**src/rtl/wb_arb_pkg.sv**
```systemverilog
// wb_arb_pkg: shared widths and the write-request record used by the writeback port arbiter
package wb_arb_pkg;
  localparam int XLEN = 32;
  localparam int RA_W = 5;
  typedef struct packed {
    logic [RA_W-1:0] wa;
    logic [XLEN-1:0] wd;
  } wb_req_t;
endpackage

```
**src/rtl/wb_fifo.sv**
```systemverilog
// wb_fifo: synchronous FIFO of wb_req_t (clk, reset active-low sync, push/din, pop/dout, full, empty)
module wb_fifo
  import wb_arb_pkg::*;
#(
  parameter int DEPTH = 2
) (
  input  logic    clk,
  input  logic    reset,
  input  logic    push,
  input  wb_req_t din,
  input  logic    pop,
  output wb_req_t dout,
  output logic    full,
  output logic    empty
);
  localparam int AW = $clog2(DEPTH);
  logic [AW:0] wp, rp;
  logic do_push, do_pop;
  wb_req_t mem [DEPTH];
  assign empty = wp == rp;
  assign full = (wp[AW] != rp[AW]) && (wp[AW-1:0] == rp[AW-1:0]);
  assign dout = mem[rp[AW-1:0]];
  assign do_pop = pop && !empty;
  assign do_push = push && (!full || do_pop);
  always_ff @(posedge clk) begin
    if (!reset) begin
      wp <= '0;
      rp <= '0;
    end else begin
      wp <= wp + (AW+1)'(do_push);
      rp <= rp + (AW+1)'(do_pop);
    end
  end
  always_ff @(posedge clk)
    if (do_push) mem[wp[AW-1:0]] <= din;
endmodule

```
**src/rtl/wb_port_arbiter.sv**
```systemverilog
// wb_port_arbiter: shares the RF write port between WB and buffered MDU results, tracks MDU-pending regs (starve guard: WB_ARB_STARVE_GUARD_EN)
module wb_port_arbiter
  import wb_arb_pkg::*;
#(
  parameter int DEPTH        = 2,
  parameter int STARVE_LIMIT = 4
) (
  input  logic            clk,
  input  logic            reset,
  input  logic            p_wr_en,
  input  logic [RA_W-1:0] p_wa,
  input  logic [XLEN-1:0] p_wd,
  input  logic            m_valid,
  input  logic [RA_W-1:0] m_wa,
  input  logic [XLEN-1:0] m_wd,
  output logic            m_ready,
  input  logic            iss_valid,
  input  logic [RA_W-1:0] iss_rd,
  output logic            rf_wr,
  output logic [RA_W-1:0] rf_wa,
  output logic [XLEN-1:0] rf_wd,
  output logic [31:0]     pend_mask,
  output logic            stall_pipe
);
  wb_req_t head;
  logic full, empty, push, pop, p_win;
  logic [31:0] pend_q, set_m, clr_m;
  assign m_ready = reset && !full;
  assign push = m_valid && m_ready;
  wb_fifo #(.DEPTH(DEPTH)) u_fifo (
    .clk  (clk),
    .reset(reset),
    .push (push),
    .din  ('{wa: m_wa, wd: m_wd}),
    .pop  (pop),
    .dout (head),
    .full (full),
    .empty(empty)
  );
`ifdef WB_ARB_STARVE_GUARD_EN
  localparam int SW = $clog2(STARVE_LIMIT + 1);
  localparam logic [SW-1:0] LIM = SW'(STARVE_LIMIT);
  logic [SW-1:0] starve;
  assign stall_pipe = reset && !empty && starve == LIM;
  always_ff @(posedge clk)
    starve <= (!reset || empty || pop) ? '0 : starve + 1'b1;
`else
  assign stall_pipe = 1'b0;
`endif
  assign p_win = reset && p_wr_en && !stall_pipe;
  assign pop = reset && !p_win && !empty;
  assign rf_wr = p_win ? |p_wa : pop && |head.wa;
  assign rf_wa = p_win ? p_wa : head.wa;
  assign rf_wd = p_win ? p_wd : head.wd;
  assign set_m = iss_valid ? 32'(1) << iss_rd : '0;
  assign clr_m = pop ? 32'(1) << head.wa : '0;
  assign pend_mask = pend_q;
  always_ff @(posedge clk)
    pend_q <= !reset ? '0 : ((pend_q & ~clr_m) | set_m) & ~32'd1;
  a_cfg: assert property (@(posedge clk) DEPTH >= 2 && STARVE_LIMIT >= 1);
  a_iss: assert property (@(posedge clk) disable iff (!reset)
    iss_valid && iss_rd != '0 |-> !pend_q[iss_rd] || clr_m[iss_rd]);
  a_waw: assert property (@(posedge clk) disable iff (!reset)
    p_wr_en && p_wa != '0 |-> !pend_q[p_wa]);
  a_hold: assert property (@(posedge clk) disable iff (!reset)
    stall_pipe |=> $stable(p_wr_en));
endmodule

```
**config.mk**
```make
export PLATFORM = sky130hd
export DESIGN_NAME = wb_port_arbiter
export DESIGN_NICKNAME = d
export VERILOG_FILES = /design/src/rtl/wb_arb_pkg.sv /design/src/rtl/wb_fifo.sv /design/src/rtl/wb_port_arbiter.sv
export SDC_FILE = /design/constraint.sdc
export NUM_CORES = 1
export LEC_CHECK = 0
export CORE_MARGIN = 10
export CORE_UTILIZATION = 51
export DETAILED_ROUTE_END_ITERATION = 6
export PLACE_DENSITY = 0.9
export SLEW_MARGIN = 25
export SYNTH_ARGS = -nofsm -noshare
export SYNTH_HDL_FRONTEND = slang
export SYNTH_SLANG_ARGS = --single-unit
```
**constraint.sdc**
```tcl
create_clock -name clk -period 7 [get_ports clk]
set_input_delay 1.75 -clock clk [delete_from_list [all_inputs] [get_ports clk]]
set_output_delay 1.75 -clock clk [all_outputs]
set_load 0.05 [all_outputs]
```
==> impl_metrics.py, run 1 <==
metrics = {
    "logic_synthesis": {
        "synth_compound_area_share_pct": 14.82,
        "syn_area_sq_um": 5032,
        "synthXorXnorAreaFrac_pct": 1.169,
        "synth.mux.area_fraction_pct": 7.360,
        "yosysSeqAreaShare_pct": 58.48,
        "synth_commonest_cells": "edfxtp_1, nand2_1, o21ai_1",
        "yosysWarnings": 0,
        "synth-main-ff-cell": "edfxtp_1",
        "synth_async_sr_flop_share_pct": 0,
        "synthCells": 431,
        "synth_top_area_share_pct": 44.16,
        "avgSynthCellArea_sq_um": 11.68,
        "synth_edf_count": 74,
        "synth_fa_ha_area_share_pct": 0.7459,
        "synthTopCellsByArea": "edfxtp_1, dfxtp_1, mux2i_1, o21ai_1, nand2_1",
        "synth_top_family_by_area": "compound AO/OA/AOI/OAI gates",
        "synth-simple-area-share_pct": 13.50,
        "synth.ff_latch_count": 110,
        "yosysMostFrequentCell": "edfxtp_1",
        "yosysUniqueCellTypes": 59,
        "synth_area_leader_cell": "edfxtp_1",
    },
    "critical_path": {
        "crit_start": "reset",
        "cp-start-kind": "input pin",
        "endpoint_kind": "output port",
        "path_class": "input pin to output port",
        "required_ns": 5.25,
        "r2r_end": "pend_mask[9]$_SDFF_PN0_",
        "ff2ff_path_depth": 5,
        "critical_path.max_fanout": 43,
        "critical_path_arrival_ns": 4.35,
        "r2r_setup_slack_ns": 4.47,
    },
    "power": {
        "p_total_mw": 1.401,
        "p_per_area_nw_per_um2": 207.0,
        "peakVddDrop_mv": 0.1607,
        "p_leak_nw": 2.234,
    },
    "timing": {
        "fin_crit_sh_pct": 87.15,
        "grt_setup_unrepaired": "no",
        "period_needed_ns": 6.101,
        "setup_slack_ns": 0.8993,
        "tightest_slew_ns": 0.9681,
        "setup_viol": 0,
        "timing.fmax_mhz": 163.9,
        "tns_ns": 0,
        "finalHoldViolCount": 0,
        "fin_skew_ns": 0.01318,
        "drv_slew": 0,
        "relSlewSlack_pct": 35.46,
    },
    "floorplanning": {
        "die_width_um": 119.3,
        "initial_utilization_pct": 51.96,
        "rows": 36,
        "dieArea_sq_um": 14240,
        "num_io_pins": 156,
        "die_h_um": 119.3,
        "core_sq_um": 9684,
    },
    "place": {
        "hpwl_um": 11220,
        "pre_cts_slack_ns": 0.9001,
        "placed_area_sq_um": 6580,
        "numPortBuffers": 153,
        "gp_congestion": 0.8728,
    },
    "clock_tree": {
        "clk_pin_slew_ns": 0.11,
        "post_cts_buffers": 0,
        "cts_buffer_depth": 2,
        "cts_max_level": 3,
        "cts_buffers": 9,
        "cts-hold-fix-buffers": 0,
        "cts_resized": 0,
        "cts_root_buf": "clkbuf_8",
        "cts_tree": "built",
        "clock_latency_ns": 0.37,
        "clock_sinks": 110,
    },
    "status": {
        "status": "finished clean",
    },
    "layout": {
        "nets": 656,
        "seqCellArea_sq_um": 2944,
        "diodes": 0,
        "syn_to_final_growth_pct": 34.46,
        "drive_gt1_share_pct": 6.272,
        "fill_cells": 684,
        "finalInstanceArea_sq_um": 6766,
        "multi_input_area_sq_um": 1906,
    },
    "detailed_routing": {
        "routed_wl_um": 14670,
        "drtIter0Drc": 339,
        "dr.pass1.iters": 5,
        "vias_per_cell": 5.757,
        "ant_nets": 0,
        "wl_per_cell_um": 20.75,
        "vias": 4070,
        "drc_errors": 0,
    },
    "grt": {
        "grt_max_degree": 54,
        "grt_pass1_wl_um": 22900,
        "antenna_found_initial": 0,
        "gr-total-overflow": 0,
        "grt_pass1_vias": 4247,
        "globalRouteTotalUtil_pct": 20.11,
    },
    "worst_hold_path": {
        "worstHoldPathCells": 2,
        "min_from": "pend_mask[4]$_SDFF_PN0_",
        "worstHoldPathType": "flip-flop to flip-flop",
        "whs_endpoint": "pend_mask[4]$_SDFF_PN0_",
    },
    "flow_run": {
        "maxCapViolCount": 0,
    },
}
## state kept, by name, summed over array words and instances (netlist names), named ones only
register / count
u_fifo.rp: 2
u_fifo.mem: 74
pend_mask: 31
u_fifo.wp: 2
## area by class of cell
type	count	area share [%]
clock inverter	7	0.9246
clock buffer	9	1.831
inverter	4	0.2219
tap	133	2.459
timing repair buffer	156	22.89
sequential	110	43.51
multi-input combinational	288	28.16
## critical path, cell delays in order
cell	delay, ns
clkdlybuf4s50_1	0.47
and2_2	0.63
buf_4	0.42
nand2_1	0.10
o21ai_1	0.10
clkdlybuf4s50_1	0.85
## kinds of logic after synthesis
| group | after synthesis |
|---|---|
| flip-flops | 110 |
| multiplexers | 36 |
| XOR/XNOR | 5 |
| AO/OA/AOI/OAI | 113 |
| AND/OR/NAND/NOR | 129 |
| other | 1 |
| buffers and inverters | 34 |
| adder cells (fa/ha/maj) | 3 |
## per-layer routing
metal,global-route usage (%),share of wire [%],vias to the layer above
met2,32.47,47,245
met4,5.505,1.2,0
met3,9.211,13,17
li1,-,-,1898
met5,0,0,-
met1,23.76,39,1910
## how the worst max path moves through the flow
| stage | slack (ns) | end | depth (start not counted) |
|---|---|---|---|
| after CTS | 0.91 | rf_wd[4] | 6 |
| after floorplan | 2.05 | rf_wa[0] | 3 |
| final | 0.90 | rf_wd[4] | 6 |
| after global routing | 0.72 | rf_wd[11] | 6 |
| after detailed placement | 0.90 | rf_wd[11] | 6 |
| after global placement | 1.05 | rf_wd[19] | 6 |
## placed cells by master, fill, tap and decap left out, types with 5 or more instances in the layout
| cell | netlist | routed |
|---|---|---|
| edfxtp_1 | 74 | 74 |
| o311ai_1 | 5 | 5 |
| clkbuf_8 | 0 | 9 |
| dfxtp_1 | 36 | 35 |
| nor2_1 | 16 | 16 |
| o31ai_1 | 5 | 5 |
| clkdlybuf4s50_1 | 0 | 151 |
| o21ai_0 | 14 | 14 |
| nor3b_1 | 8 | 8 |
| and3b_1 | 8 | 8 |
| buf_4 | 3 | 5 |
| and2_1 | 6 | 5 |
| o22ai_1 | 8 | 8 |
| o211ai_1 | 12 | 12 |
| nand4_1 | 5 | 5 |
| nand2_1 | 54 | 54 |
| mux2i_1 | 33 | 33 |
| a32o_1 | 5 | 5 |
| o21ai_1 | 41 | 41 |
| nor2b_1 | 7 | 7 |
## power breakdown
part | internal (mW) | switching [mW]
Sequential | 0.716 | 0.0136
Clock | 0.139 | 0.231
Combinational | 0.116 | 0.186
## stage by stage
stage               hold slack [ns]  util, %  std cells
finish                       0.4959    69.87        707
global route                 0.5154    69.87        707
CTS                          0.4972    69.87        707
detailed placement           0.4773    67.95        691
global placement             0.4598    67.95        691
floorplan                    0.5945        -        432
Note: power is estimated with default switching activity, not from simulation.
==> run 2: changes to the inputs <==
CORE_ASPECT_RATIO = 1.5   (was not set)
CORE_UTILIZATION = 52   (was 51)
CTS_BUF_LIST = sky130_fd_sc_hd__clkbuf_2   (was not set)
PLACE_DENSITY = 0.92   (was 0.9)
==> run 2 against run 1 <==
- cell count shrank 2.5%
- highest routed layer unchanged
- largest power group unchanged
- sequential cell count is the same
- global-route usage grew 0.31 points
- largest cell class unchanged
==> impl_metrics.py, run 2 (synthesis results as in run 1) <==
metrics = {
    "place": {
        "hpwl_um": 11130,
        "pre_cts_slack_ns": 0.9317,
        "gp_congestion": 0.8686,
        "placed_area_sq_um": 6574,
        "numPortBuffers": 153,
    },
    "layout": {
        "fill_cells": 645,
        "drive_gt1_share_pct": 6.250,
        "largest_reg_flops": 74,
        "seqCellArea_sq_um": 2944,
        "syn_to_final_growth_pct": 32.74,
        "final_cell_mix": "clkdlybuf4s50_1, edfxtp_1, nand2_1, o21ai_1, dfxtp_1",
        "layout_commonest_cell": "clkdlybuf4s50_1",
        "finalInstanceArea_sq_um": 6680,
        "multi_input_area_sq_um": 1906,
        "nets": 658,
    },
    "detailed_routing": {
        "drtIter0Drc": 207,
        "vias_per_cell": 6.025,
        "wl_per_cell_um": 20.76,
        "ant_nets": 0,
        "dr.pass1.iters": 5,
        "routed_wl_um": 14300,
        "drc_errors": 0,
        "vias": 4151,
    },
    "timing": {
        "grt_setup_unrepaired": "no",
        "timing.fmax_mhz": 164.5,
        "fin_skew_ns": 0.04762,
        "finalHoldViolCount": 0,
        "setup_viol": 0,
        "period_needed_ns": 6.077,
        "tns_ns": 0,
        "drv_slew": 0,
        "tightest_slew_ns": 0.9638,
        "hold_slack_ns": 0.5074,
        "fin_crit_sh_pct": 86.82,
        "setup_slack_ns": 0.9227,
        "relSlewSlack_pct": 35.75,
    },
    "grt": {
        "grt_pass1_vias": 4345,
        "globalRouteTotalUtil_pct": 20.42,
        "grt_pass1_wl_um": 22980,
        "gr-total-overflow": 0,
        "antenna_found_initial": 1,
        "grt_max_degree": 55,
    },
    "floorplanning": {
        "num_io_pins": 156,
        "dieArea_sq_um": 14090,
        "die_h_um": 140.5,
        "initial_utilization_pct": 53.76,
        "rows": 43,
        "die_width_um": 100.3,
        "core_sq_um": 9361,
    },
    "power": {
        "seqPwrFrac_pct": 55.9,
        "peakVddDrop_mv": 0.1406,
        "p_total_mw": 1.308,
        "p_leak_nw": 2.209,
        "p_comb_share_pct": 23.1,
        "switching_share_pct": 31.99,
        "p_int_mw": 0.8896,
        "p_per_area_nw_per_um2": 195.8,
        "clock_power_share_pct": 21.0,
        "p_sw_mw": 0.4185,
    },
    "clock_tree": {
        "post_cts_buffers": 0,
        "clk_pin_slew_ns": 0.30,
        "cts_resized": 0,
        "cts_buffers": 9,
        "cts-hold-fix-buffers": 0,
        "cts_max_level": 3,
        "clock_latency_ns": 0.64,
        "clock_sinks": 110,
        "cts_buffer_depth": 2,
        "cts_tree": "built",
        "cts_root_buf": "clkbuf_2",
    },
    "critical_path": {
        "required_ns": 5.25,
        "critical_path_arrival_ns": 4.33,
        "path_class": "input pin to output port",
        "endpoint_kind": "output port",
        "critical_path.max_fanout": 54,
        "cp-start-kind": "input pin",
    },
    "flow_run": {
        "maxCapViolCount": 0,
    },
    "status": {
        "status": "finished clean",
    },
    "worst_hold_path": {
        "worstHoldPathType": "flip-flop to flip-flop",
    },
}
run 2: changes by cell type in the layout (fill, tap and decap cells not counted), sizes merged:
cell / before / now
diode: 0 / 1
clkbuf: 9 / 10
inv: 9 / 7
clkinvlp: 0 / 1
clkdlybuf4s50: 151 / 153
run 2: layout make-up:
cell class	count	area share, %
inverter	4	0.2248
clock buffer	10	0.7492
sequential	110	44.07
multi-input combinational	288	28.53
clock inverter	6	0.8054
tap	112	2.098
antenna	1	0.03746
timing repair buffer	158	23.49
run 2: power by group through the flow:
stage          Clock (mW)  Sequential, mW  Combinational [mW]
6_report            0.275           0.731               0.302
5_1_grt             0.302           0.735               0.319
4_1_cts             0.275           0.731               0.303
3_5_place_dp            0           0.744               0.301
3_3_place_gp            0           0.742               0.294
2_1_floorplan           0           0.746               0.176
run 2: metal layers:
layer | GRT usage (%) | vias up | wire [um]
met5 | 0 | - | 0
met3 | 9.503 | 34 | 1913
met2 | 32.38 | 255 | 6768
li1 | - | 1895 | -
met1 | 22.53 | 1967 | 5162
met4 | 9.478 | 0 | 459
run 2: path summary, 6_finish.rpt:
check / start / slack [ns] / cells after the start / to
max reg2reg: flip-flop / 4.24 / 5 / pend_mask[14]$_SDFF_PN0_
min: pend_mask[22]$_SDFF_PN0_ / 0.51 / 2 / pend_mask[22]$_SDFF_PN0_
min reg2reg: pend_mask[22]$_SDFF_PN0_ / 0.51 / 2 / pend_mask[22]$_SDFF_PN0_
max: reset / 0.92 / 6 / rf_wd[16]
run 2: stage by stage:
step	cells	util (%)
3_5_place_dp	672	70.22
3_3_place_gp	672	70.22
4_1_cts	688	71.33
5_1_grt	689	71.36
2_1_floorplan	432	-
6_report	689	71.36
run 2: worst max-delay path: stages:
cell and delay (ns):
clkdlybuf4s50_1 0.47, and2_2 0.73, buf_4 0.32, nand2_1 0.08
o21ai_1 0.10, clkdlybuf4s50_1 0.85
==> run 3: changes to the inputs <==
--- a/config.mk
+++ b/config.mk
@@ -12,4 +12,5 @@
 export DETAILED_ROUTE_END_ITERATION = 6
 export PLACE_DENSITY = 0.92
+export SKIP_CTS_REPAIR_TIMING = 1
 export SLEW_MARGIN = 25
 export SYNTH_ARGS = -nofsm -noshare
==> constraint.sdc (replaced) <==
create_clock -name clk -period 7 [get_ports clk]
set_input_delay 1.05 -clock clk [delete_from_list [all_inputs] [get_ports clk]]
set_output_delay 1.05 -clock clk [all_outputs]
set_load 0.05 [all_outputs]
==> run 3 against run 2 <==
- clock skew down 0.0063 ns
- sequential power about the same
- worst setup slack better by 1.0 ns
- combinational power about the same
- via count down 2.3%
- non-clock buffer count down 2
- critical path depth up 1
- hold slack better by 0.0043 ns
- fmax up 20%
- sequential cell count unchanged
- wire length down 2.5%
- critical path type unchanged
- highest routed layer unchanged
==> impl_metrics.py, run 3 (synthesis results as in run 1) <==
metrics = {
    "status": {
        "status": "finished clean",
    },
    "grt": {
        "grt_max_degree": 49,
        "globalRouteTotalUtil_pct": 19.64,
        "grt_pass1_vias": 4200,
        "antenna_found_initial": 1,
        "gr-total-overflow": 0,
        "grt_pass1_wl_um": 22000,
    },
    "floorplanning": {
        "die_h_um": 140.5,
        "num_io_pins": 156,
        "rows": 43,
        "initial_utilization_pct": 53.76,
        "die_width_um": 100.3,
        "core_sq_um": 9361,
        "dieArea_sq_um": 14090,
    },
    "layout": {
        "layoutNonFillerInstCount": 687,
        "nets": 656,
        "largest_reg_flops": 74,
        "layout_commonest_cell": "clkdlybuf4s50_1",
        "syn_to_final_growth_pct": 32.52,
        "drive_gt1_share_pct": 5.923,
        "final_cell_mix": "clkdlybuf4s50_1, edfxtp_1, nand2_1, o21ai_1, dfxtp_1",
    },
    "critical_path": {
        "endpoint_kind": "output port",
        "critical_path.max_fanout": 48,
        "required_ns": 5.95,
        "ff2ff_path_depth": 5,
        "r2r_setup_slack_ns": 4.32,
        "path_class": "input pin to output port",
        "critical_path_arrival_ns": 4.01,
        "cp-start-kind": "input pin",
    },
    "place": {
        "hpwl_um": 10700,
        "dp.cells": 670,
        "numPortBuffers": 153,
        "gp_congestion": 0.8656,
    },
    "timing": {
        "grt_setup_unrepaired": "no",
        "relSlewSlack_pct": 36.39,
        "tightest_slew_ns": 0.9541,
        "drv_slew": 0,
        "tns_ns": 0,
        "period_needed_ns": 5.064,
        "fin_crit_sh_pct": 72.34,
        "finalHoldViolCount": 0,
        "setup_viol": 0,
        "fin_skew_ns": 0.04132,
        "timing.fmax_mhz": 197.5,
    },
    "detailed_routing": {
        "ant_nets": 0,
        "vias": 4055,
        "wl_per_cell_um": 20.31,
        "routed_wl_um": 13950,
        "drc_errors": 0,
        "dr.pass1.iters": 5,
        "drtIter0Drc": 237,
        "vias_per_cell": 5.902,
    },
    "power": {
        "seqPwrFrac_pct": 55.5,
        "p_comb_share_pct": 22.8,
        "p_sw_mw": 0.4236,
        "p_per_area_nw_per_um2": 197.4,
        "peakVddDrop_mv": 0.1530,
        "p_leak_nw": 2.205,
        "p_int_mw": 0.8929,
        "switching_share_pct": 32.18,
        "clock_power_share_pct": 21.7,
    },
    "worst_hold_path": {
        "worstHoldPathType": "flip-flop to flip-flop",
        "worstHoldPathCells": 2,
    },
    "clock_tree": {
        "clk_pin_slew_ns": 0.29,
        "cts_max_level": 3,
        "clock_latency_ns": 0.63,
        "cts_buffer_depth": 2,
        "cts_root_buf": "clkbuf_2",
        "clock_sinks": 110,
        "cts_buffers": 9,
        "cts_tree": "built",
    },
    "flow_run": {
        "maxCapViolCount": 0,
    },
}
run 3: layer usage:
metal,routed length [um],vias up,GRT usage [%]
met2,6666,256,31.98
met3,1644,25,7.632
met5,0,-,0
met4,406,0,8.731
met1,5235,1875,22.03
li1,-,1899,-
run 3: final cells by class:
type	count	area, sq um
sequential	110	2944
fill	646	2693
multi-input combinational	288	1906
timing repair buffer	156	1554
tap	112	140.1
clock inverter	6	57.56
clock buffer	10	50.05
inverter	4	15.01
antenna	1	2.502
run 3: critical path, cell delays in order:
cell,delay (ns)
clkdlybuf4s50_1,0.45
buf_4,0.37
and2_2,0.58
buf_4,0.45
nand2_1,0.10
o21ai_0,0.12
clkdlybuf4s50_1,0.86
run 3: stage by stage:
stage / instance area (sq um) / utilization [%] / hold WS, ns / total power [mW] / worst slack [ns]
final: 6669 / 71.24 / 0.5116 / 1.316 / 1.936
after global placement: 6559 / 70.06 / 0.4692 / 1.035 / 2.072
after CTS: 6666 / 71.21 / 0.5088 / 1.319 / 1.942
after global routing: 6669 / 71.24 / 0.5304 / 1.361 / 1.726
after floorplan: 5036 / - / 0.5945 / 0.9217 / 2.907
after detailed placement: 6559 / 70.06 / 0.4806 / 1.043 / 1.953
run 3: power groups by stage:
| stage | Sequential [mW] | Combinational, mW | Clock, mW |
|---|---|---|---|
| floorplan | 0.746 | 0.176 | 0 |
| global placement | 0.742 | 0.293 | 0 |
| detailed placement | 0.744 | 0.299 | 0 |
| CTS | 0.731 | 0.301 | 0.287 |
| global route | 0.734 | 0.317 | 0.310 |
| finish | 0.731 | 0.300 | 0.285 |
run 3: final timing paths:
kind                                   end               startpoint
hold / removal     pend_mask[8]$_SDFF_PN0_  pend_mask[8]$_SDFF_PN0_
setup reg to reg  pend_mask[14]$_SDFF_PN0_                flip-flop
setup / recovery                  rf_wa[0]                    reset
hold reg to reg    pend_mask[8]$_SDFF_PN0_  pend_mask[8]$_SDFF_PN0_
